<file path="src/rtl/tcs_cmp_vector_gen.sv">
// tcs_cmp_vector_gen
// Stimulus and golden-result generator for an N-bit two's-complement
// comparator. A run emits every ordered operand pair (SWEEP), followed by
// the equal-operand diagonal (DIAG). Each vector carries the expected EQ and
// GT results. Vectors are offered over a valid/ready handshake, and every
// output is registered.
module tcs_cmp_vector_gen #(
  parameter int N = 8
) (
  input  logic           clk,
  input  logic           reset,
  input  logic           start,
  input  logic           ready,
  output logic           valid,
  output logic [N-1:0]   vec_a,
  output logic [N-1:0]   vec_b,
  output logic           exp_eq,
  output logic           exp_gt,
  output logic           done,
  output logic [2*N:0]   vec_count
);

  localparam logic [1:0] S_IDLE  = 2'd0;
  localparam logic [1:0] S_SWEEP = 2'd1;
  localparam logic [1:0] S_DIAG  = 2'd2;
  localparam logic [1:0] S_DONE  = 2'd3;

  localparam logic [2*N-1:0] IDX_ONE   = {{(2*N-1){1'b0}}, 1'b1};
  localparam logic [2*N-1:0] IDX_LAST  = '1;
  localparam logic [N-1:0]   DIAG_LAST = '1;
  localparam logic [2*N:0]   CNT_ONE   = {{(2*N){1'b0}}, 1'b1};

  logic [1:0]     state_q, state_d;
  logic [2*N-1:0] idx_q, idx_d;
  logic           valid_q, valid_d;
  logic [N-1:0]   vec_a_q, vec_a_d;
  logic [N-1:0]   vec_b_q, vec_b_d;
  logic           eq_q, eq_d;
  logic           gt_q, gt_d;
  logic           done_q, done_d;
  logic [2*N:0]   cnt_q, cnt_d;

  logic           xfer;
  logic [2*N-1:0] idx_inc;
  logic           load;
  logic           finish;
  logic [N-1:0]   next_a;
  logic [N-1:0]   next_b;

  // Sequencing: decide the next state, index and count, and which operand
  // pair (if any) to present next.
  always_comb begin
    xfer    = valid_q && ready;
    idx_inc = idx_q + IDX_ONE;
    state_d = state_q;
    idx_d   = idx_q;
    valid_d = valid_q;
    done_d  = done_q;
    cnt_d   = cnt_q;
    load    = 1'b0;
    finish  = 1'b0;
    next_a  = '0;
    next_b  = '0;
    case (state_q)
      S_IDLE, S_DONE: begin
        if (start) begin
          state_d = S_SWEEP;
          idx_d   = '0;
          valid_d = 1'b1;
          done_d  = 1'b0;
          cnt_d   = '0;
          load    = 1'b1;
        end
      end
      S_SWEEP: begin
        if (xfer) begin
          cnt_d = cnt_q + CNT_ONE;
          load  = 1'b1;
          // The last pair hands over to DIAG j=0 as a state change; the index
          // restarts rather than overflowing into the operand fields.
          if (idx_q == IDX_LAST) begin
            state_d = S_DIAG;
            idx_d   = '0;
          end else begin
            idx_d  = idx_inc;
            next_a = idx_inc[2*N-1:N];
            next_b = idx_inc[N-1:0];
          end
        end
      end
      S_DIAG: begin
        if (xfer) begin
          cnt_d = cnt_q + CNT_ONE;
          if (idx_q[N-1:0] == DIAG_LAST) begin
            state_d = S_DONE;
            idx_d   = '0;
            valid_d = 1'b0;
            done_d  = 1'b1;
            finish  = 1'b1;
          end else begin
            idx_d  = idx_inc;
            next_a = idx_inc[N-1:0];
            next_b = idx_inc[N-1:0];
            load   = 1'b1;
          end
        end
      end
      default: begin
        state_d = S_IDLE;
      end
    endcase
  end

  // Vector register inputs: load a fresh pair with its expected results,
  // clear on completion, otherwise hold bit-stable.
  always_comb begin
    vec_a_d = vec_a_q;
    vec_b_d = vec_b_q;
    eq_d    = eq_q;
    gt_d    = gt_q;
    if (finish) begin
      vec_a_d = '0;
      vec_b_d = '0;
      eq_d    = 1'b0;
      gt_d    = 1'b0;
    end else if (load) begin
      vec_a_d = next_a;
      vec_b_d = next_b;
      eq_d    = (next_a == next_b);
      gt_d    = ($signed(next_a) > $signed(next_b));
    end
  end

  // State and output registers with synchronous reset.
  always_ff @(posedge clk) begin
    if (reset) begin
      state_q <= S_IDLE;
      idx_q   <= '0;
      valid_q <= 1'b0;
      vec_a_q <= '0;
      vec_b_q <= '0;
      eq_q    <= 1'b0;
      gt_q    <= 1'b0;
      done_q  <= 1'b0;
      cnt_q   <= '0;
    end else begin
      state_q <= state_d;
      idx_q   <= idx_d;
      valid_q <= valid_d;
      vec_a_q <= vec_a_d;
      vec_b_q <= vec_b_d;
      eq_q    <= eq_d;
      gt_q    <= gt_d;
      done_q  <= done_d;
      cnt_q   <= cnt_d;
    end
  end

  assign valid     = valid_q;
  assign vec_a     = vec_a_q;
  assign vec_b     = vec_b_q;
  assign exp_eq    = eq_q;
  assign exp_gt    = gt_q;
  assign done      = done_q;
  assign vec_count = cnt_q;

endmodule

</file>
<file path="config.mk">
export PLATFORM = sky130hd
export DESIGN_NAME = tcs_cmp_vector_gen
export DESIGN_NICKNAME = d
export VERILOG_FILES = /design/src/rtl/tcs_cmp_vector_gen.sv
export SDC_FILE = /design/constraint.sdc
export NUM_CORES = 1
export LEC_CHECK = 0
export BUFFER_PORTS_ARGS = -buffer_cell sky130_fd_sc_hd__clkbuf_2
export CORE_ASPECT_RATIO = 2
export CORE_MARGIN = 2
export CORE_UTILIZATION = 45
export DETAILED_ROUTE_END_ITERATION = 10
export PLACE_DENSITY = 0.62
export REMOVE_ABC_BUFFERS = 1
export SLEW_MARGIN = 20
export SYNTH_ARGS = -nofsm -noshare
export SYNTH_HDL_FRONTEND = slang
export SYNTH_SLANG_ARGS = --single-unit
</file>
<file path="constraint.sdc">
create_clock -name clk -period 3.35 [get_ports clk]
set_input_delay 0.1675 -clock clk [delete_from_list [all_inputs] [get_ports clk]]
set_output_delay 0.1675 -clock clk [all_outputs]
set_load 0.05 [all_outputs]
</file>
==> results of run 1 <==
-- sequential cells by signal (all words and copies together) (netlist names) --
name	flops
idx_q	16
valid	1
exp_eq	1
exp_gt	1
done	1
vec_b	8
state_q	2
vec_count	17
vec_a	8
-- stage by stage --
stage | setup WS (ns) | util | total power [mW]
after floorplan | 0.264 | - | 1.07
after global placement | 0.432 | 0.522 | 1.26
after detailed placement | 0.309 | 0.522 | 1.26
after CTS | 0.284 | 0.548 | 1.81
after global routing | 0.0319 | 0.548 | 1.90
final | 0.308 | 0.548 | 1.79
-- cells in the mapped netlist, types with 3 or more instances --
cell type / number
buf_4: 3
ha_1: 14
nand2_1: 41
and2_1: 4
a32o_1: 3
o21ai_0: 4
a21oi_1: 33
o21a_1: 3
nand3_1: 13
a22oi_1: 14
and4_1: 5
xnor2_1: 9
dfxtp_1: 55
nor4_1: 5
xor2_1: 17
clkbuf_1: 10
nand2b_1: 5
nor3_1: 6
or3_1: 4
nor2_1: 35
nand4_1: 6
inv_1: 7
and3_1: 4
-- metal layers --
metal | part of all wire | wire [um]
met5 | 0 | 0
met3 | 0.035 | 259
met4 | 0.067 | 502
met2 | 0.54 | 4060
met1 | 0.36 | 2660
-- logic make-up after synthesis --
logic type / after synthesis / synth area share
and+or+nand+nor: 136 / 0.245
AOI/OAI and AO/OA: 76 / 0.176
DFF: 55 / 0.389
xor gates and xnor gates: 26 / 0.0804
buffers and inverters: 21 / 0.0323
adders and majority gates: 14 / 0.0619
muxes: 4 / 0.0155
-- where the power goes --
| group | internal [mW] | leakage [nW] | total (mW) | switching [mW] |
|---|---|---|---|---|
| combinational | 0.163 | 0.845 | 0.552 | 0.388 |
| sequential | 0.680 | 0.444 | 0.701 | 0.0210 |
| clock | 0.318 | 0.0772 | 0.540 | 0.221 |
| total | 1.16 | 1.37 | 1.79 | 0.631 |
-- worst max-delay path: stages, from the launching register on --
cell and delay (ns):
dfxtp_1 0.39, ha_1 0.29, nand4_4 0.17, o41ai_1 0.55
nor2_1 0.28, a32o_1 0.32, ha_1 0.32, a2111o_1 0.35
o21ai_0 0.16, o31ai_1 0.08
-- how the worst min path moves through the flow --
| stage | depth (start not counted) | to | slack (ns) | from |
|---|---|---|---|---|
| 2_1_floorplan | 1 | idx_q[0]$_SDFFE_PP0P_ | 0.24 | reset |
| 3_3_place_gp | 2 | vec_a[0]$_SDFFE_PP0P_ | 0.44 | vec_a[0]$_SDFFE_PP0P_ |
| 3_5_place_dp | 2 | vec_b[0]$_SDFFE_PP0P_ | 0.45 | vec_b[0]$_SDFFE_PP0P_ |
| 4_1_cts | 4 | vec_count[1]$_SDFFE_PP0P_ | 0.33 | start |
| 5_1_grt | 4 | vec_count[1]$_SDFFE_PP0P_ | 0.38 | start |
| 6_report | 4 | vec_count[1]$_SDFFE_PP0P_ | 0.33 | start |
-- area by class of cell --
cell class	instances	area, um2	share of cell area
multi-input cells	256	1640	0.494
flip-flops and latches	55	1100	0.332
repair buffers	52	290	0.0875
clock buffers	8	156	0.0471
well taps	84	105	0.0317
inverters	7	26.3	0.00792
==> results_dict.tcl, run 1 <==
set metrics [dict create \
    peakVddDrop_v 0.000391 \
    cts_buffers 5 \
    p_per_area_nw_per_um2 540 \
    clk_latency_ns 0.29 \
    yosysTopAreaCell "dfxtp_1" \
    setup_viol_count_final 0 \
    holdCritPathClass "in -> reg" \
    yosysWarnings 0 \
    grt_antenna_before_repair 0 \
    drtIter0Drc 95 \
    hold_viol_final 0 \
    path_clk_slew_ns 0.06 \
    core-area_um2 6060 \
    layout_common_cells "dfxtp_1 (55), nand2_1 (41), clkbuf_2 (40)" \
    critPathKind "reg -> reg" \
    wirelength_um 7480 \
    fin_nets 395 \
    fmax_ghz 0.329 \
    netlist-cell-type-count 47 \
    synth_ff_type "dfxtp_1" \
    nFillCells 588 \
    tightest_slew_ns 0.584 \
    hold_buffers 0 \
    gp_congestion 0.992 \
    cp-endpoint "exp_gt$_SDFFE_PP0P_" \
    overflow 0 \
    start_kind "flip-flop" \
    final_cells 462 \
    drc 0 \
    synth_edf_count 0 \
    final_common_cell "dfxtp_1" \
    ys_ff_latch 55 \
    post-route-period-util 0.908 \
    avgSynthCellArea_um2 8.53 \
    netlist_instances 332 \
    slew_headroom 0.609 \
    status "complete, no violations" \
    r2r_end "exp_gt$_SDFFE_PP0P_" \
    cp_max_fo 8 \
    syn_area_um2 2830 \
    fin_skew_ns 0.00351 \
    fin_crit_ns 3.04 \
    post_cts_resized 0 \
    slew_violations 0 \
    drv_cap 0 \
    hold_ws_ns 0.334 \
    synth_seq_area_share 0.389 \
    routedWlPerCell_um 16.2 \
    rsz0062_at_grt "no" \
    start_util 0.468 \
    grt_usage 0.235 \
    clk_path_buf_depth 2 \
    clock_sinks 55 \
    io_buffers 40 \
    dpl-instance-area_um2 3160 \
    root_buffer "clkbuf_16" \
    cts_setup_buffers 0 \
    met2_usage 0.425 \
    use_met3 0.0465 \
    place_hpwl_um 5880 \
    grt_pass1_vias 2587 \
    area_growth_pct 17.2 \
    grt_start_max_net_pins 26 \
    top_usage_layer "met2" \
    worst-r2r-setup-slack_ns 0.31 \
    fp.dieW_um 60.1 \
    async_reset_ff_frac 0 \
    crit_start "idx_q[0]$_SDFFE_PP0P_" \
    vias_per_cell 5.63 \
    die_area_um2 6980 \
    first_pass_iters 4 \
    place_inst 454 \
    leakage_nw 1.37 \
    rows 40 \
    design_area_um2 3320 \
    ios 41 \
    synth_top_cell_area_share 0.389 \
    antenna_left 0 \
    cts_max_level 2 \
    drive_above_1_share 0.169 \
    required_ns 3.51 \
    grt_pass1_wl_um 12200 \
    cts_tree "yes" \
    arrival_ns 3.20 \
    num_antenna_cells 0 \
    met1_usage 0.215 \
    crit_path_end_kind "flip-flop" \
    timing.rr.start "idx_q[0]$_SDFFE_PP0P_" \
    setup_tns_ns 0 \
    worst_r2r_path_depth 9 \
    die_y_um 116 \
    synthTopCellsByArea "dfxtp_1 (39%), ha_1 (6.2%), a21oi_1 (5.8%), nand2_1 (5.4%), xor2_1 (5.3%)" \
    vias 2599 \
]
(Power assumes the default switching activity.)
==> inputs of run 2 (changes only) <==
Settings changed: CELL_PAD_IN_SITES_DETAIL_PLACEMENT from default to 0, CELL_PAD_IN_SITES_GLOBAL_PLACEMENT from default to 1, CORE_UTILIZATION 45 to 43, PLACE_DENSITY 0.62 to 0.77.
==> results_dict.tcl, run 2 (synthesized netlist as in run 1, its figures left out) <==
set metrics [dict create \
    status "complete, no violations" \
    rsz0062_at_grt "no" \
    drc 0 \
    area_growth_pct 17.4 \
    core-area_um2 6360 \
    critPathBufInv 2 \
    fin_skew_ns 0.00648 \
    critical-path-top-delay-family "compound AO/OA/AOI/OAI gates" \
    min_from "start" \
    grt_pass1_vias 2585 \
    tightest_slew_ns 0.592 \
    root_buffer "clkbuf_16" \
    hold_ws_ns 0.306 \
    cp_cell_sequence "inv_1 -> ha_1 -> nand3b_1 -> buf_4 -> nor2_1 -> a32o_1 -> ha_1 -> a2111o_1 -> o21ai_0 -> o31ai_1" \
    hold_viol_final 0 \
    path_clk_slew_ns 0.07 \
    critPathKind "reg -> reg" \
    required_ns 3.51 \
    final_common_cell "dfxtp_1" \
    rows 41 \
    cp_slowest_stage_delay_ns 0.43 \
    p_per_area_nw_per_um2 562 \
    antenna_left 0 \
    vias_per_cell 5.66 \
    die_y_um 119 \
    cts_max_level 2 \
    drv_cap 0 \
    fp.dieW_um 61.4 \
    crit_path_top_delay_cell "nor2_1" \
    largest_reg_flops 17 \
    post-route-period-util 0.896 \
    die_area_um2 7290 \
    cp_max_fo 8 \
    slew_violations 0 \
    num_antenna_cells 0 \
    layout_common_cells "dfxtp_1 (55), nand2_1 (41), clkbuf_2 (40)" \
    arrival_ns 3.16 \
    setup_tns_ns 0 \
    worst_slack_ns 0.347 \
    gp_congestion 0.926 \
    fin_nets 392 \
    drtIter0Drc 116 \
    clk_path_buf_depth 2 \
    clk_latency_ns 0.29 \
    grt_start_max_net_pins 26 \
    holdCritPathClass "in -> reg" \
    cts_buffers 5 \
    setup_viol_count_final 0 \
    start_kind "flip-flop" \
    peakVddDrop_v 0.000367 \
    fmax_ghz 0.333 \
    drive_above_1_share 0.168 \
    fin_crit_ns 3.00 \
    grt_antenna_before_repair 0 \
    cts_tree "yes" \
    start_util 0.445 \
    routedWlPerCell_um 17.0 \
    crit_start "state_q[0]$_SDFFE_PP0P_" \
    dpl-instance-area_um2 3140 \
    leakage_nw 1.36 \
    design_area_um2 3320 \
    place_hpwl_um 6040 \
    dpl_worst_slack_ns 0.294 \
    overflow 0 \
    vias 2607 \
    grt_pass1_wl_um 12600 \
    grt_usage 0.233 \
    hold_buffers 0 \
    io_buffers 40 \
    crit_top_cell "ha_1" \
    first_pass_iters 4 \
    clock_sinks 55 \
    crit_path_end_kind "flip-flop" \
    wirelength_um 7840 \
    ios 41 \
    timing.rr.start "state_q[0]$_SDFFE_PP0P_" \
    slew_headroom 0.602 \
]
## run 2: cell type report
| class | count | area (um2) |
|---|---|---|
| Timing Repair Buffer | 49 | 268 |
| Clock inverter | 2 | 35.0 |
| Sequential cell | 55 | 1100 |
| Fill cell | 649 | 3040 |
| Tap cell | 86 | 108 |
| Inverter | 7 | 26.3 |
| Multi-Input combinational cell | 256 | 1650 |
| Clock buffer | 6 | 139 |
## run 2: report_power, final
part | switching, mW | internal, mW
combinational | 0.392 | 0.170
clock | 0.231 | 0.372
sequential | 0.0233 | 0.679
total | 0.647 | 1.22
## run 2: worst reg2reg max path: cells and delay by family, from the launching register on
family,cells,cell delay [ns]
flops,1,0.37
fa+ha+maj,2,0.56
buf+inv,2,0.32
simple gates,2,0.77
compound gates,4,0.86
## run 2: layer usage
metal | GRT usage | part of all wire | up-vias
met3 | 0.0416 | 0.028 | 27
met4 | 0.142 | 0.058 | 0
met2 | 0.414 | 0.55 | 71
met1 | 0.231 | 0.36 | 1228
li1 | - | - | 1281
met5 | 0 | 0 | -
## run 2: path summary, 6_finish.rpt
path	endpoint	slack, ns	depth (start not counted)
worst min register to register	vec_b[6]$_SDFFE_PP0P_	0.46	2
worst max register to register	exp_gt$_SDFFE_PP0P_	0.35	10
worst min-delay path	vec_count[1]$_SDFFE_PP0P_	0.31	4
worst max-delay path	exp_gt$_SDFFE_PP0P_	0.35	10
## run 2: what timing repair did
item	4_1_cts	5_1_grt
endpoints found under the setup margin	0	1
resized for setup	0	1
setup buffers	0	0
## run 2: metrics by stage
stage                     instances  utilization  total power, mW
final                           461        0.522             1.87
after detailed placement        453        0.494             1.28
after global placement          453        0.494             1.28
after global routing            461        0.522             1.97
after floorplan                 318            -             1.07
after CTS                       461        0.521             1.89
==> inputs of run 3 (changes only) <==
Clock period 3.35 ns to 3.4 ns, I/O delays scaled along.
==> results_dict.tcl, run 3 (synthesized netlist as in run 1, its figures left out) <==
set metrics [dict create \
    cts_tree "yes" \
    die_area_um2 7290 \
    core-area_um2 6360 \
    slew_headroom 0.615 \
    area_growth_pct 16.8 \
    antenna_left 0 \
    crit_path_top_delay_cell "o41ai_1" \
    design_area_um2 3310 \
    fmax_ghz 0.326 \
    clk_latency_ns 0.29 \
    fin_crit_ns 3.06 \
    vias_per_cell 5.58 \
    critPathKind "reg -> reg" \
    root_buffer "clkbuf_16" \
    status "complete, no violations" \
    layout_common_cells "dfxtp_1 (55), nand2_1 (41), clkbuf_2 (40)" \
    grt_start_max_net_pins 26 \
    arrival_ns 3.23 \
    die_y_um 119 \
    routedWlPerCell_um 16.0 \
    tightest_slew_ns 0.577 \
    critPathBufInv 1 \
    hold_buffers 0 \
    fin_nets 391 \
    crit_top_cell "ha_1" \
    worst_slack_ns 0.336 \
    slew_violations 0 \
    required_ns 3.56 \
    num_antenna_cells 0 \
    path_clk_slew_ns 0.07 \
    leakage_nw 1.36 \
    start_util 0.445 \
    vias 2569 \
    p_per_area_nw_per_um2 552 \
    fin_skew_ns 0.00226 \
    place_inst 452 \
    io_buffers 40 \
    cp_cell_sequence "ha_1 -> nand4_4 -> o41ai_1 -> a21oi_1 -> buf_4 -> nand2_1 -> ha_1 -> a21o_1 -> a2111o_1 -> o21ai_0 -> o31ai_1" \
    overflow 0 \
    drtIter0Drc 120 \
    rows 41 \
    cts_buffers 5 \
    grt_pass1_vias 2424 \
    drc 0 \
    drive_above_1_share 0.163 \
    final_common_cell "dfxtp_1" \
    cts_setup_buffers 0 \
    p_total_mw 1.83 \
    cp_slowest_stage_delay_ns 0.56 \
    ios 41 \
    post-route-period-util 0.901 \
    grt_pass1_wl_um 11600 \
    start_kind "flip-flop" \
    clock_sinks 55 \
    postLayoutCoreUtil 0.520 \
    clk_path_buf_depth 2 \
    drv_cap 0 \
    gp_congestion 0.918 \
    wirelength_um 7340 \
    holdCritPathClass "in -> reg" \
    setup_tns_ns 0 \
    post_cts_resized 0 \
    rsz0062_at_grt "no" \
    fp.dieW_um 61.4 \
    largest_reg_flops 17 \
    critical-path-top-delay-family "compound AO/OA/AOI/OAI gates" \
    hold_ws_ns 0.325 \
    peakVddDrop_v 0.000357 \
    cts_max_level 2 \
    dpl-instance-area_um2 3130 \
    final_cells 460 \
    grt_antenna_before_repair 0 \
    place_hpwl_um 5630 \
    first_pass_iters 4 \
    hold_viol_final 0 \
    crit_path_end_kind "flip-flop" \
    setup_viol_count_final 0 \
    grt_usage 0.213 \
    dpl_worst_slack_ns 0.362 \
    cp_max_fo 13 \
]
## run 3: cell count changes in the layout (fill, tap and decap cells not counted)
cell     change
o41ai_2      -1
buf_4        -1
o41ai_1      +1
## run 3: path summary, 6_finish.rpt
check                             start  slack, ns                        end  cells past startpoint
hold reg to reg   vec_b[6]$_SDFFE_PP0P_       0.45      vec_b[6]$_SDFFE_PP0P_                      2
setup reg to reg  idx_q[0]$_SDFFE_PP0P_       0.34        exp_gt$_SDFFE_PP0P_                     11
hold / removal                    start       0.33  vec_count[1]$_SDFFE_PP0P_                      4
setup / recovery  idx_q[0]$_SDFFE_PP0P_       0.34        exp_gt$_SDFFE_PP0P_                     11
## run 3: report_power, final
group          switching, mW  internal [mW]
Combinational          0.384          0.160
Sequential            0.0210          0.669
Clock                  0.226          0.366
Total                  0.631           1.20
## run 3: layout make-up
cell class | count | area (um2)
well taps | 86 | 108
fillers | 657 | 3050
flip-flops and latches | 55 | 1100
clock buffers | 6 | 139
multi-input cells | 256 | 1640
clock inverters | 2 | 35.0
inverters | 7 | 26.3
repair buffers | 48 | 260
## run 3: metal layers
metal  part of all wire  vias up  global-route usage
met2               0.56       62               0.388
met4              0.038        0               0.102
met5                  0        -                   0
met3              0.034       20              0.0449
met1               0.37     1214               0.212
li1                   -     1273                   -
## run 3: worst min-delay path: cells and delay by family
| kind | cells | cell delay (ns) |
|---|---|---|
| AND/OR/NAND/NOR | 2 | 0.24 |
| AO/OA/AOI/OAI | 1 | 0.06 |
| buffers and inverters | 1 | 0.11 |
